## src/rtl/dm_cache_pkg.sv

```systemverilog
// Shared types, constants and address-field helpers for the direct-mapped cache.
package dm_cache_pkg;

  typedef enum logic [1:0] {
    IDLE,
    EVICT,
    FILL,
    CMPLT
  } state_e;

  localparam int          WORDS_PER_LINE = 4;
  localparam logic [15:0] ADDR_NOP       = 16'h0000;
  localparam logic [15:0] DATA_NOP       = 16'h0000;

  // Field helpers return zero-extended 16-bit values; callers size-cast to the field width.
  function automatic logic [15:0] tag_of(input logic [15:0] a, input int idx_w);
    return a >> (idx_w + 3);
  endfunction

  function automatic logic [15:0] index_of(input logic [15:0] a, input int idx_w);
    return (a >> 3) & ((16'h0001 << idx_w) - 16'h0001);
  endfunction

  function automatic logic [1:0] word_of(input logic [15:0] a);
    return a[2:1];
  endfunction

  function automatic logic [15:0] line_word(input logic [63:0] line, input logic [1:0] w);
    return line[{w, 4'b0000} +: 16];
  endfunction

endpackage

```

## src/rtl/dm_cache_array.sv

```systemverilog
// Tag/valid/dirty/data storage: one combinational read port, one line-fill/word-write port.
module dm_cache_array
  import dm_cache_pkg::*;
#(
  parameter int LINES = 32,
  parameter int IDX_W = 5,
  parameter int TAG_W = 8
) (
  input  logic             clk_i,
  input  logic             rst_ni,
  input  logic [IDX_W-1:0] rd_idx_i,
  output logic             rd_valid_o,
  output logic             rd_dirty_o,
  output logic [TAG_W-1:0] rd_tag_o,
  output logic [63:0]      rd_line_o,
  input  logic [IDX_W-1:0] wr_idx_i,
  input  logic             word_we_i,
  input  logic [1:0]       word_sel_i,
  input  logic [15:0]      word_data_i,
  input  logic             line_we_i,
  input  logic [TAG_W-1:0] line_tag_i,
  input  logic [63:0]      line_data_i
);

  logic [LINES-1:0] valid_q;
  logic [LINES-1:0] dirty_q;
  logic [TAG_W-1:0] tag_q  [LINES];
  logic [63:0]      data_q [LINES];

  always_ff @(posedge clk_i or negedge rst_ni) begin
    if (!rst_ni) begin
      valid_q <= '0;
      dirty_q <= '0;
    end else if (line_we_i) begin
      valid_q[wr_idx_i] <= 1'b1;
      dirty_q[wr_idx_i] <= 1'b0;
    end else if (word_we_i) begin
      dirty_q[wr_idx_i] <= 1'b1;
    end
  end

  // Tags and data are meaningless until valid is set, so they carry no reset.
  always_ff @(posedge clk_i) begin
    if (line_we_i) begin
      tag_q[wr_idx_i]  <= line_tag_i;
      data_q[wr_idx_i] <= line_data_i;
    end else if (word_we_i) begin
      data_q[wr_idx_i][{word_sel_i, 4'b0000} +: 16] <= word_data_i;
    end
  end

  assign rd_valid_o = valid_q[rd_idx_i];
  assign rd_dirty_o = dirty_q[rd_idx_i];
  assign rd_tag_o   = tag_q[rd_idx_i];
  assign rd_line_o  = data_q[rd_idx_i];

endmodule

```

## src/rtl/dm_cache_ctrl.sv

```systemverilog
// Direct-mapped write-back/write-allocate cache with miss-handling FSM.
// Define DM_CACHE_STATS_EN to add saturating hit_cnt/miss_cnt outputs.
module dm_cache_ctrl
  import dm_cache_pkg::*;
#(
  parameter int LINES   = 32,
  parameter int MEM_LAT = 2
) (
  input  logic        clk,
  input  logic        rst_n,
  input  logic [15:0] addr,
  input  logic [15:0] data_in,
  input  logic        rd,
  input  logic        wr,
  output logic [15:0] data_out,
  output logic        done,
  output logic        stall,
  output logic        cache_hit,
  output logic        err,
  output logic [15:0] mem_addr,
  output logic [15:0] mem_wdata,
  output logic        mem_rd,
  output logic        mem_wr,
  input  logic        mem_stall,
  input  logic [15:0] mem_rdata,
  input  logic        mem_rvalid
`ifdef DM_CACHE_STATS_EN
  ,
  output logic [15:0] hit_cnt,
  output logic [15:0] miss_cnt
`endif
);

  localparam int IDX_W = $clog2(LINES);
  localparam int TAG_W = 13 - IDX_W;

  if (LINES < 4 || LINES > 256 || (LINES & (LINES - 1)) != 0 || MEM_LAT < 1) begin : g_cfg_check
    $error("dm_cache_ctrl: unsupported LINES/MEM_LAT");
  end

  state_e           state_q, state_d;
  logic [15:0]      req_addr_q, req_addr_d;
  logic [15:0]      req_data_q, req_data_d;
  logic             req_wr_q, req_wr_d;
  logic [1:0]       cnt_q, cnt_d;
  logic [1:0]       ret_q, ret_d;
  logic             issued_q, issued_d;
  logic [47:0]      fbuf_q, fbuf_d;

  logic [15:0]      cur_addr;
  logic [IDX_W-1:0] cur_idx;
  logic [TAG_W-1:0] cur_tag;
  logic [1:0]       cur_word;

  logic             arr_valid, arr_dirty;
  logic [TAG_W-1:0] arr_tag;
  logic [63:0]      arr_line;
  logic             word_we, line_we;
  logic [15:0]      word_data;
  logic             hit, req_any, req_bad;

  // While a miss is outstanding the array is addressed by the latched request.
  assign cur_addr = (state_q == IDLE) ? addr : req_addr_q;
  assign cur_idx  = IDX_W'(index_of(cur_addr, IDX_W));
  assign cur_tag  = TAG_W'(tag_of(cur_addr, IDX_W));
  assign cur_word = word_of(cur_addr);

  assign req_any = rd | wr;
  assign req_bad = req_any & ((rd & wr) | addr[0]);
  assign hit     = arr_valid && (arr_tag == cur_tag);

  dm_cache_array #(
    .LINES (LINES),
    .IDX_W (IDX_W),
    .TAG_W (TAG_W)
  ) u_array (
    .clk_i       (clk),
    .rst_ni      (rst_n),
    .rd_idx_i    (cur_idx),
    .rd_valid_o  (arr_valid),
    .rd_dirty_o  (arr_dirty),
    .rd_tag_o    (arr_tag),
    .rd_line_o   (arr_line),
    .wr_idx_i    (cur_idx),
    .word_we_i   (word_we),
    .word_sel_i  (cur_word),
    .word_data_i (word_data),
    .line_we_i   (line_we),
    .line_tag_i  (cur_tag),
    .line_data_i ({mem_rdata, fbuf_q})
  );

  always_ff @(posedge clk or negedge rst_n) begin
    if (!rst_n) begin
      state_q  <= IDLE;
      cnt_q    <= 2'd0;
      ret_q    <= 2'd0;
      issued_q <= 1'b0;
      req_wr_q <= 1'b0;
    end else begin
      state_q  <= state_d;
      cnt_q    <= cnt_d;
      ret_q    <= ret_d;
      issued_q <= issued_d;
      req_wr_q <= req_wr_d;
    end
  end

  always_ff @(posedge clk) begin
    req_addr_q <= req_addr_d;
    req_data_q <= req_data_d;
    fbuf_q     <= fbuf_d;
  end

  always_comb begin
    state_d    = state_q;
    req_addr_d = req_addr_q;
    req_data_d = req_data_q;
    req_wr_d   = req_wr_q;
    cnt_d      = cnt_q;
    ret_d      = ret_q;
    issued_d   = issued_q;
    fbuf_d     = fbuf_q;
    data_out   = DATA_NOP;
    done       = 1'b0;
    stall      = 1'b0;
    cache_hit  = 1'b0;
    err        = 1'b0;
    mem_addr   = ADDR_NOP;
    mem_wdata  = DATA_NOP;
    mem_rd     = 1'b0;
    mem_wr     = 1'b0;
    word_we    = 1'b0;
    word_data  = data_in;
    line_we    = 1'b0;

    unique case (state_q)
      IDLE: begin
        if (req_bad) begin
          err  = 1'b1;
          done = 1'b1;
        end else if (req_any && hit) begin
          done      = 1'b1;
          cache_hit = 1'b1;
          data_out  = line_word(arr_line, cur_word);
          word_we   = wr;
        end else if (req_any) begin
          req_addr_d = addr;
          req_data_d = data_in;
          req_wr_d   = wr;
          cnt_d      = 2'd0;
          ret_d      = 2'd0;
          issued_d   = 1'b0;
          state_d    = (arr_valid && arr_dirty) ? EVICT : FILL;
        end
      end

      EVICT: begin
        stall     = 1'b1;
        mem_wr    = 1'b1;
        mem_addr  = {arr_tag, cur_idx, cnt_q, 1'b0};
        mem_wdata = line_word(arr_line, cnt_q);
        if (!mem_stall) begin
          cnt_d = cnt_q + 2'd1;
          if (cnt_q == 2'd3) state_d = FILL;
        end
      end

      // Reads are issued back to back; returns are shifted into fbuf in order.
      FILL: begin
        stall = 1'b1;
        if (!issued_q) begin
          mem_rd   = 1'b1;
          mem_addr = {cur_tag, cur_idx, cnt_q, 1'b0};
          if (!mem_stall) begin
            cnt_d = cnt_q + 2'd1;
            if (cnt_q == 2'd3) issued_d = 1'b1;
          end
        end
        if (mem_rvalid) begin
          ret_d = ret_q + 2'd1;
          if (ret_q == 2'd3) begin
            line_we = 1'b1;
            state_d = CMPLT;
          end else begin
            fbuf_d = {mem_rdata, fbuf_q[47:16]};
          end
        end
      end

      CMPLT: begin
        done      = 1'b1;
        data_out  = req_wr_q ? req_data_q : line_word(arr_line, cur_word);
        word_we   = req_wr_q;
        word_data = req_data_q;
        state_d   = IDLE;
      end

      default: state_d = IDLE;
    endcase
  end

`ifdef DM_CACHE_STATS_EN
  logic [15:0] hit_cnt_q, miss_cnt_q;
  logic        miss_start;

  assign miss_start = (state_q == IDLE) && (state_d != IDLE);

  always_ff @(posedge clk or negedge rst_n) begin
    if (!rst_n) begin
      hit_cnt_q  <= 16'h0000;
      miss_cnt_q <= 16'h0000;
    end else begin
      if (done && cache_hit && hit_cnt_q != 16'hFFFF) hit_cnt_q <= hit_cnt_q + 16'h0001;
      if (miss_start && miss_cnt_q != 16'hFFFF) miss_cnt_q <= miss_cnt_q + 16'h0001;
    end
  end

  assign hit_cnt  = hit_cnt_q;
  assign miss_cnt = miss_cnt_q;
`endif

endmodule

```

## config.mk

```make
export PLATFORM = sky130hd
export DESIGN_NAME = dm_cache_ctrl
export DESIGN_NICKNAME = d
export VERILOG_FILES = /design/src/rtl/dm_cache_pkg.sv /design/src/rtl/dm_cache_array.sv /design/src/rtl/dm_cache_ctrl.sv
export SDC_FILE = /design/constraint.sdc
export NUM_CORES = 2
export LEC_CHECK = 0
export BUFFER_PORTS_ARGS = -buffer_cell sky130_fd_sc_hd__buf_2
export CORE_UTILIZATION = 60
export CTS_CLUSTER_DIAMETER = 150
export DETAILED_ROUTE_END_ITERATION = 6
export PLACE_DENSITY = 0.76
export SLEW_MARGIN = 5
export SYNTH_ARGS = -nofsm -noshare
export SYNTH_HDL_FRONTEND = slang
export SYNTH_HIERARCHICAL = 1
export SYNTH_SLANG_ARGS = --single-unit
```

## constraint.sdc

```tcl
create_clock -name clk -period 17.2 [get_ports clk]
set_input_delay 0.86 -clock clk [delete_from_list [all_inputs] [get_ports clk]]
set_output_delay 0.86 -clock clk [all_outputs]
set_load 0.005 [all_outputs]
```

==> results.md <==
* Antenna violations before repair at 32
* Async set-reset flop share out of synthesis at roughly 3%
* Slowest-stage cell, CP: nor3_4
* Commonest non-fill, non-tap cell in the layout: edfxtp_1
* Failing checks: design-rule violations
* Post-Synthesis Cells at between 5000 and 6000
* Overall routed net length at 299400 um
* Area share of the largest cell type after synthesis at 73.94%
* Post-Route Skew at around 0.042 ns
* GRT Total Usage at 36.65%
* Prevailing post-synth register cell: edfxtp_1
* CP cell instances: inv_1 > ha_2 > mux2_8 > buf_4 > nor2b_2 > a22oi_1 > nand3_1 > nand4_1 > xnor2_1 > nor4_4 > nand4_2 > nor3_4 > nand2_1 > a21oi_4 > nor2b_1 > nand2_1 > nor3_4 > a22o_1
* Critical Path AT at 10.84 ns
* Setup_tns at 0 ns
* CTS sink cnt at 2455
* Max Used Layer: met5
* Status: complete, but fails checks
* RSZ-0062 raised after global routing: no
* Grt total ovfl at 0
* Setup bufs post-CTS at 0
* Reg-to-reg startpoint: state_q[0]$_DFFE_PN0P_
* Setup CP Type: reg2reg
* Most frequent cells in the layout: 2383 x edfxtp_1, 608 x mux2i_1, 416 x a22oi_1
* Slew margin rel. at 11.61%
* Seq/Total Area, Yosys at about 76%
* CTS clk-pin slew, worst paths at 0.06 ns
* Leak at 35.68 nW
* WL met2 at about 130000 um
* Crit Path Max Fanout at 61
* Worst path required time at 17.70 ns
* Ports at between 100 and 150
* Clock latency on the worst-skew pair at 0.87 ns
* Drt drc at 2
* Largest net degree at the start of global routing at roughly 110
* Per-cell routed wire length at 39.73 um
* Die width at ~400 um
* Number of synthesized register bits at 2455
* First drt pass iteration count at 7
* End of the critical path: u_array/data_q[9][37]$_DFFE_PP_
* Util after Layout at about two thirds
* Clock tree buffer depth at 3
* Initial Util at 60.34%
* Post-Route M1 WL at 98990 um
* Hold Crit Class: in2async
* First-pass GRT wire length at a little over 400000 um
* # Max-Cap Violations at 0
* Root buf cell: clkbuf_16
* PortBufs at between 100 and 150
* Area delta synth->final at 11.65%
* Register-to-register setup slack at 6.86 ns
* Synth cell types at 58
* Row count at ~150
* Worst setup EP type: flip-flop
* Final hold violation count at 0
* Post-CTS Hold Buffers at 0
* Max Transition Viols Final at 0
* Post-DRT Antenna Nets at 0
* H-tree levels at 4
* Final min period at 10.34 ns
* DRT iter0 DRCs at 9765
* Worst VDD drop at 0.1309 mV
* Met3 Routed Length at 51660 um
* Final Setup Violations at 0
* GP Congestion at 0.9530
* EDFF count, synth at 2383
* Crit share post-route at about three fifths
* Via Count at 55550
* Net Count, Synth at 5081
* HPWL Detailed at 172600 um
* Die Y at 403.6 um
* Share of layout cells above drive strength 1 at 20.94%
* Die area at 0.1629 sq mm
* Vias in the first global route at between 50000 and 60000
* Reg2Reg Capture Point: u_array/data_q[9][37]$_DFFE_PP_
* Resized Gates After CTS at 0
* Critical path startpoint: state_q[0]$_DFFE_PN0P_
* Via/cell ratio at 7.373
* Largest area contributor in the netlist: edfxtp_1
* CTS Buf Count at 227
* Final layout net count at 5219
* Power per cell area at about 150 mW/mm^2
* Synth warn at 6
* Measured slew at the worst slew-check pin at 1.326 ns
* FMAX at 96.72 MHz
* Area contributors post-synth: edfxtp_1 74%, mux4_2 7.5%, mux2i_1 6.3%
* Core ar. at 0.1604 sq mm
* Reg2Reg Depth at 18
* Post-synthesis cell area at 0.09678 sq mm
* Syn_area_per_cell at 19.29 sq um
* CTS tree: done
* Startpoint types: flip-flop
* Worst path max stage delay at 1.11 ns
layout make-up:
cell class                 count  area [sq um]
clock buffer                 281          5974
timing repair buffer         220          1451
fill                        9967         52330
inverter                      21         78.83
sequential                  2455         73360
tap                         2160          2703
antenna                       26         65.06
clock inverter               142          1491
multi-input combinational   2229         22930
worst min-delay path by stage:
stage	from	to	slack, ns	cells past startpoint
2_1_floorplan	fbuf_q[16]$_DFFE_PP_	fbuf_q[0]$_DFFE_PP_	0.43	0
4_1_cts	addr[15]	req_addr_q[15]$_DFFE_PP_	0.16	1
5_1_grt	addr[8]	req_addr_q[8]$_DFFE_PP_	0.18	1
3_5_place_dp	u_array/valid_q[0]$_DFFE_PN0P_	u_array/valid_q[0]$_DFFE_PN0P_	0.45	1
6_report	rst_n	u_array/valid_q[0]$_DFFE_PN0P_	0.13	1
3_3_place_gp	u_array/valid_q[6]$_DFFE_PN0P_	u_array/valid_q[6]$_DFFE_PN0P_	0.45	1
power by group:
| group | switching [mW] | internal, mW | total [mW] |
|---|---|---|---|
| clock network | 2.18 | 2.87 | 5.05 |
| registers | 0.0795 | 6.90 | 6.98 |
| logic | 2.93 | 1.35 | 4.28 |
synthesized netlist by cell type, types with 3 or more instances:
library cell,instances
edfxtp_1,2383
mux2i_1,609
a22oi_1,416
mux4_2,323
nor2_1,188
nand3_1,152
clkbuf_1,146
a22o_1,103
buf_2,92
dfrtp_1,72
nand2_1,59
buf_4,55
a31oi_1,47
nand4_1,46
and2_1,45
nor2b_1,40
or2_2,33
and3_1,28
mux2_2,26
a21oi_1,25
inv_1,20
o21ai_0,12
ha_1,11
buf_1,10
xnor2_1,7
a31o_2,6
nand2b_1,6
a211oi_1,5
buf_6,5
nor3b_1,4
a32oi_1,3
nand2_2,3
nand3b_1,3
nor3_1,3
nor3_4,3
worst max-delay path: cells and delay by family, from the launching register on:
kind	cells	cell delay, ns
AOI/OAI and AO/OA	3	2.13
xor gates and xnor gates	1	0.19
adders and majority gates	1	0.74
buffers and inverters	2	0.95
DFF	1	0.41
muxes	1	0.75
and+or+nand+nor	10	4.67
stage by stage:
step | total power [mW] | setup WS, ns | cell area [sq um] | instances | hold slack [ns]
floorplan | 9.490 | 11.32 | 96780 | 5016 | 0.4268
CTS | 16.07 | 7.142 | 108000 | 7508 | 0.1629
global route | 16.55 | 6.523 | 108000 | 7512 | 0.1846
finish | 16.30 | 6.861 | 108100 | 7534 | 0.1319
detailed placement | 11.11 | 7.156 | 100500 | 7085 | 0.4504
global placement | 11.05 | 7.371 | 100500 | 7085 | 0.4461
flip-flops by register name, indices dropped and copies added (netlist names), named ones only:
| register | flops |
|---|---|
| req_addr_q | 15 |
| issued_q | 1 |
| fbuf_q | 48 |
| ret_q | 2 |
| state_q | 2 |
| req_data_q | 16 |
| u_array/tag_q | 256 |
| u_array/data_q | 2048 |
| req_wr_q | 1 |
| cnt_q | 2 |
| u_array/valid_q | 32 |
logic make-up after synthesis:
logic type      count (synthesis)  synth area share (%)
flops                        2455                 75.80
mux                           960                 14.15
fa+ha+maj                      12                0.1525
xor+xnor                        9               0.08145
simple gates                  622                 3.297
other cells                     1              0.003875
compound gates                625                 4.845
buf+inv                       332                 1.665
layer usage:
layer / vias up / track usage, %
met1: 28200 / 48.22
met2: 5321 / 51.53
met5: - / 0.7136
li1: 20920 / -
met4: 20 / 21.25
met3: 1079 / 15.26
(Power assumes the default switching activity.)
